File: config.mk
export PLATFORM = sky130hd
export DESIGN_NAME = piso_tx_sched
export DESIGN_NICKNAME = d
export VERILOG_FILES = /design/src/rtl/piso_sched_pkg.sv /design/src/rtl/piso_shift_unit.sv /design/src/rtl/piso_tx_sched.sv
export SDC_FILE = /design/constraint.sdc
export NUM_CORES = 1
export LEC_CHECK = 0
export CORE_ASPECT_RATIO = 0.5
export CORE_MARGIN = 1.5
export CORE_UTILIZATION = 42
export CTS_CLUSTER_DIAMETER = 50
export DETAILED_ROUTE_END_ITERATION = 16
export GPL_TIMING_DRIVEN = 0
export PLACE_DENSITY = 0.84
export SLEW_MARGIN = 20
export SYNTH_ARGS = -nofsm -noshare
export SYNTH_HDL_FRONTEND = slang
export SYNTH_SLANG_ARGS = --single-unit
File: constraint.sdc
create_clock -name clock -period 2.25 [get_ports clock]
set_input_delay 0.45 -clock clock [delete_from_list [all_inputs] [get_ports clock]]
set_output_delay 0.45 -clock clock [all_outputs]
set_load 0.1 [all_outputs]
File: src/rtl/piso_sched_pkg.sv
// Shared FSM encoding and default parameter constants for the PISO transmit scheduler.
package piso_sched_pkg;

    localparam int unsigned DEF_N_REQ = 4;
    localparam int unsigned DEF_WIDTH = 4;

    typedef enum logic [1:0] {
        ST_IDLE  = 2'd0,
        ST_SHIFT = 2'd1,
        ST_GAP   = 2'd2
    } state_e;

endpackage

File: src/rtl/piso_shift_unit.sv
// Load / shift-right register with zero fill; bit0 is the serial tap.
module piso_shift_unit
    import piso_sched_pkg::*;
#(
    parameter int unsigned WIDTH = DEF_WIDTH
) (
    input  logic             clock,
    input  logic             rst,
    input  logic             load,
    input  logic             shift,
    input  logic [WIDTH-1:0] din,
    output logic             bit0
);

    logic [WIDTH-1:0] sreg_q, sreg_d;

    always_comb begin
        sreg_d = sreg_q;
        if (load) begin
            sreg_d = din;
        end else if (shift) begin
            sreg_d = sreg_q >> 1;
        end
    end

    always_ff @(posedge clock) begin
        if (rst) begin
            sreg_q <= '0;
        end else begin
            sreg_q <= sreg_d;
        end
    end

    assign bit0 = sreg_q[0];

endmodule

File: src/rtl/piso_tx_sched.sv
// Round-robin scheduler that grants one requester at a time and serialises its
// word LSB first, followed by a one-cycle gap.
module piso_tx_sched
    import piso_sched_pkg::*;
#(
    parameter int unsigned N_REQ = DEF_N_REQ,
    parameter int unsigned WIDTH = DEF_WIDTH
) (
    input  logic                       clock,
    input  logic                       rst,
    input  logic [N_REQ-1:0]           req_valid,
    input  logic [N_REQ*WIDTH-1:0]     req_data,
    output logic [N_REQ-1:0]           req_ready,
    output logic                       sout,
    output logic                       sout_valid,
    output logic                       frame_start,
    output logic [$clog2(N_REQ)-1:0]   grant_id,
    output logic                       busy
);

    localparam int unsigned IDX_W = $clog2(N_REQ);
    localparam int unsigned CNT_W = $clog2(WIDTH);

    state_e           state_q, state_d;
    logic [IDX_W-1:0] last_q, last_d;
    logic [IDX_W-1:0] gid_q, gid_d;
    logic [CNT_W-1:0] cnt_q, cnt_d;
    logic             sout_valid_q, sout_valid_d;
    logic             frame_start_q, frame_start_d;
    logic             busy_q, busy_d;

    logic [N_REQ-1:0] grant_c;
    logic [IDX_W-1:0] win_idx_c;
    logic [WIDTH-1:0] win_data_c;
    logic             load_c;
    logic             shift_c;
    logic             bit0;

    // Rotate so the search starts after last, take lowest set bit, rotate back.
    function automatic logic [N_REQ-1:0] rr_pick(input logic [N_REQ-1:0] valid,
                                                 input logic [IDX_W-1:0] last);
        logic [IDX_W-1:0]   start;
        logic [2*N_REQ-1:0] dbl;
        logic [N_REQ-1:0]   rot;
        logic [N_REQ-1:0]   pick;
        start = (last == IDX_W'(N_REQ - 1)) ? '0 : last + IDX_W'(1);
        dbl   = {valid, valid} >> start;
        rot   = dbl[N_REQ-1:0];
        pick  = rot & (~rot + N_REQ'(1));
        dbl   = {pick, pick} << start;
        return dbl[2*N_REQ-1:N_REQ];
    endfunction

    always_comb begin
        grant_c   = rr_pick(req_valid, last_q);
        win_idx_c = '0;
        for (int unsigned i = 0; i < N_REQ; i++) begin
            if (grant_c[i]) begin
                win_idx_c = win_idx_c | IDX_W'(i);
            end
        end
        win_data_c = req_data[win_idx_c*WIDTH +: WIDTH];
    end

    always_comb begin
        state_d   = state_q;
        last_d    = last_q;
        gid_d     = gid_q;
        cnt_d     = cnt_q;
        load_c    = 1'b0;
        shift_c   = 1'b0;
        req_ready = '0;
        case (state_q)
            ST_IDLE: begin
                if (!rst && (|req_valid)) begin
                    req_ready = grant_c;
                    load_c    = 1'b1;
                    last_d    = win_idx_c;
                    gid_d     = win_idx_c;
                    cnt_d     = CNT_W'(WIDTH - 1);
                    state_d   = ST_SHIFT;
                end
            end
            ST_SHIFT: begin
                shift_c = 1'b1;
                if (cnt_q == '0) begin
                    state_d = ST_GAP;
                end else begin
                    cnt_d = cnt_q - CNT_W'(1);
                end
            end
            ST_GAP: begin
                state_d = ST_IDLE;
            end
            default: begin
                state_d = ST_IDLE;
            end
        endcase
        sout_valid_d  = (state_d == ST_SHIFT);
        frame_start_d = load_c;
        busy_d        = (state_d != ST_IDLE);
    end

    always_ff @(posedge clock) begin
        if (rst) begin
            state_q       <= ST_IDLE;
            last_q        <= IDX_W'(N_REQ - 1);
            gid_q         <= '0;
            cnt_q         <= '0;
            sout_valid_q  <= 1'b0;
            frame_start_q <= 1'b0;
            busy_q        <= 1'b0;
        end else begin
            state_q       <= state_d;
            last_q        <= last_d;
            gid_q         <= gid_d;
            cnt_q         <= cnt_d;
            sout_valid_q  <= sout_valid_d;
            frame_start_q <= frame_start_d;
            busy_q        <= busy_d;
        end
    end

    piso_shift_unit #(
        .WIDTH (WIDTH)
    ) u_shift (
        .clock (clock),
        .rst   (rst),
        .load  (load_c),
        .shift (shift_c),
        .din   (win_data_c),
        .bit0  (bit0)
    );

    assign sout        = bit0;
    assign sout_valid  = sout_valid_q;
    assign frame_start = frame_start_q;
    assign grant_id    = gid_q;
    assign busy        = busy_q;

endmodule

==> results by group <==
Status
  • Result of the run: finished with violations
  • Failing checks: negative setup slack

Pwr
  • Flop pwr share: 12.9%
  • Leakage: 0.729 nW
  • Net load switching power: 0.00143 W
  • Power share of the combinational group: 79.4%
  • Pwr dens: 1500 nW/um2
  • Cell-internal power: 0.00142 W
  • Peak VDD IR: 830 uV
  • Switching Share: 50.2%
  • Clock Power Share: 7.7%

STA
  • Final setup vio count: 10
  • Worst clock skew: 0.00120 ns
  • Fin crit share: 127%
  • RSZ-0062 raised after global routing: yes
  • F_max: 0.349 GHz
  • Final TNS setup: -3.94 ns
  • Max-slew violation total from the final report: 0
  • Transition at the pin with the smallest max-transition slack: 0.986 ns
  • Post-route minimum period: 2.87 ns
  • Final WS setup: -0.618 ns
  • Worst slew slack as a fraction of its limit: 34.1%
  • Final number of hold-violating endpoints: 0

Worst setup path
  • Crit path buffers/inverters: 2
  • Slowest stage cell on the critical path: or3b_4
  • Largest delay share family, worst path: compound AO/OA/AOI/OAI gates
  • Element type at the critical path end: output port
  • Cell count of the worst reg-to-reg path: 10
  • Worst stage delay on the critical path: 0.38 ns
  • Cells traversed along the worst timing path: ha_4 -> buf_6 -> or3b_4 -> o211ai_1 -> o21ai_2 -> o21ai_2 -> nor2_2 -> a211oi_4 -> buf_12
  • R2R Setup Slk: -0.38 ns
  • Reg-to-Reg End: u_shift.sreg_q[1]$_SDFFE_PP0P_
  • Crit path kind: reg -> out
  • Maximum fanout count along the critical path: 4
  • Startpoint types: register
  • Cell count along the critical path: 9
  • Startpoint of the worst register-to-register path: last_q[0]$_SDFFE_PP1P_
  • Worst Path Arrival: 2.42 ns
  • Most Frequent Cell on Critical Path: o21ai_2
  • Required time of the critical path: 1.80 ns

Yosys
  • Count of cell types in the netlist: 43
  • Sequential element share of the synthesized area: 26.8%
  • YS warnings: 0
  • Top-count cell post-synth: dfxtp_1
  • List of most frequent post-synthesis cells: dfxtp_1 (15), nor2_1 (12), o21ai_0 (11), mux2i_1 (7), nand2_1 (7)
  • Most frequently used flop master after synthesis: dfxtp_1
  • Mapped Cells: 135
  • Leading post-synthesis cells by cell area: dfxtp_1 (27%), mux2i_1 (6.3%), o21ai_0 (4.9%), nor2_1 (4.0%), a211oi_1 (3.3%)
  • Count of flip-flops with a built-in enable after synthesis: 0
  • Library cell with the largest summed area after synthesis: dfxtp_1
  • Total nets after synthesis: 159
  • Mapped Area: 1120 um2
  • Synth top area share: 26.8%
  • Fraction of registers with async set/reset: 0%
  • Post-synthesis area per instance: 8.30 um2
  • #FFs+latches synth: 15

Worst hold path
  • Count of cells along the worst hold path: 2
  • Endpoint of the worst hold path: grant_id[1]$_SDFFE_PP0P_
  • Worst hold start: grant_id[1]$_SDFFE_PP0P_
  • Class of the worst hold path: reg -> reg

Die
  • Count of standard-cell rows: 12
  • Die Y: 39.5 um
  • Placeable core region: 2370 um2
  • I/O pin count: 32
  • Die area: 3010 um2
  • Die boundary width: 76.1 um
  • Starting density of the core: 47.3%

Route
  • Routed Antenna Nets: 0
  • Wirelength, routed: 4.19 mm
  • DRC violations left: 0
  • 1st-pass router iterations: 5
  • Wirelength per Cell: 19.2 um
  • Vias per std cell: 6.12
  • Routed via count: 1,334
  • Initial DRC count: 141

Cells and area
  • Summed area of non-filler cells in the final layout: 1890 um2
  • Final core utilization: 79.9%
  • Diode count: 0
  • Register cell area after layout: 305 um2
  • Area occupied by multi-input gates: 941 um2
  • Count of nets after finishing: 208
  • Layout-stage area growth over the synthesis result: 69.0%
  • Total of fill cells in the finished design: 145
  • Fraction of layout cells with a size suffix above 1: 38.3%

Clock tree
  • Cts hold-fix bufs: 0
  • Number of levels the H-tree was split into: 1
  • Clock latency on the worst-skew pair: 0.25 ns
  • Clock Pin Slew Worst Setup and Hold Paths: 0.06 ns
  • Clk buf depth: 2
  • TritonCTS clock tree: done
  • Num Clock Sinks: 15
  • TritonCTS buffer count: 3
  • Clock root buffer: clkbuf_8

GRT
  • Total global-route track usage: 26.6%
  • Wire length of the first global-routing pass: 6.13 mm
  • Pin count of the biggest net entering global routing: 11
  • Antenna violations before repair: 0
  • Remaining global-route overflow: 0
  • Via count of the first global-routing pass: 1,293

Place
  • Global placement routability congestion: 0.824
  • Placement Cell Area: 1570 um2
  • Post-detailed-placement half-perimeter wirelength: 2.26 mm
  • Port bufs: 29

Run
  • Max-cap violations: 0
## through the flow
| stage | power (W) | hold WS, ns | setup slack (ns) | std cells |
|---|---|---|---|---|
| after detailed placement | 0.00197 | 0.451 | -1.63 | 199 |
| after floorplan | 0.00169 | 0.443 | -0.752 | 135 |
| after global placement | 0.00194 | 0.446 | -1.61 | 199 |
| final | 0.00284 | 0.472 | -0.618 | 218 |
| after CTS | 0.00246 | 0.457 | -0.529 | 213 |
| after global routing | 0.00295 | 0.501 | -0.651 | 218 |
## routing by layer
layer,up-vias,track usage [%],wire length (um)
met2,77,51.6,2010
li1,596,-,-
met3,30,5.35,311
met5,-,0,0
met4,0,12.5,192
met1,631,29.9,1680
## state kept, by name (all words and copies together), names as in the netlist
signal	flops
frame_start	1
sout_valid	1
state_q	2
busy	1
grant_id	2
cnt_q	2
u_shift.sreg_q	4
last_q	2
## worst max-delay path by stage
stage	start	end	slack, ns
floorplan	last_q[0]$_SDFFE_PP1P_	req_ready[1]	-0.75
global placement	req_valid[0]	req_ready[0]	-1.61
detailed placement	req_valid[0]	req_ready[0]	-1.63
CTS	last_q[0]$_SDFFE_PP1P_	req_ready[1]	-0.53
global route	req_valid[0]	req_ready[1]	-0.65
finish	last_q[0]$_SDFFE_PP1P_	req_ready[2]	-0.62
## worst reg2reg max path: stages (launching register included)
cell and delay (ns):
dfxtp_4 0.35, ha_4 0.27, buf_6 0.12, or3b_4 0.38, o211ai_1 0.25, o21ai_2 0.12
buf_4 0.17, a31oi_4 0.16, o21a_4 0.19, mux2_4 0.31, a211oi_2 0.22
## placed cells by master (no fill, tap or decap), types with 3 or more instances in the layout
master,count
clkdlybuf4s50_1,22
inv_1,4
or3_1,3
o21ai_2,3
buf_6,7
nor2_1,11
a211oi_4,3
buf_12,5
buf_4,13
dfxtp_1,13
mux2_4,3
o21ai_0,7
mux2i_1,7
a21oi_1,3
nand2b_1,4
nor3_1,6
nand2_1,4
clkbuf_8,3
## kinds of logic (layout without fill, tap and decap cells)
group / count (synthesis) / after routing / synth area share, %
buffers and inverters: 15 / 63 / 6.92
DFF: 15 / 15 / 26.8
AOI/OAI and AO/OA: 37 / 37 / 24.3
and+or+nand+nor: 55 / 55 / 28.5
muxes: 11 / 11 / 11.3
adders and majority gates: 2 / 2 / 2.23
## timing repair
action	4_1_cts	5_1_grt
pin swaps	8	9
buffers inserted	11	6
hold endpoints to repair	0	0
setup endpoints to repair	10	10
resized for setup	52	19
## power by group through the flow
stage               Sequential, W  Combinational (W)  Clock (W)
floorplan                0.000498            0.00119          0
global placement         0.000372            0.00157          0
detailed placement       0.000375            0.00160          0
CTS                      0.000365            0.00187   0.000220
global route             0.000374            0.00234   0.000231
finish                   0.000368            0.00226   0.000219
## area by class of cell
class                           instances  share of cell area [%]
Multi-Input combinational cell        105                    49.7
Timing Repair Buffer                   45                    24.6
Sequential cell                        15                    16.1
Buffer                                  9                    3.83
Tap cell                               35                    2.31
Clock buffer                            3                    2.18
Inverter                                5                   0.991
Clock inverter                          1                   0.264
Note: power is estimated with default switching activity, not from simulation.
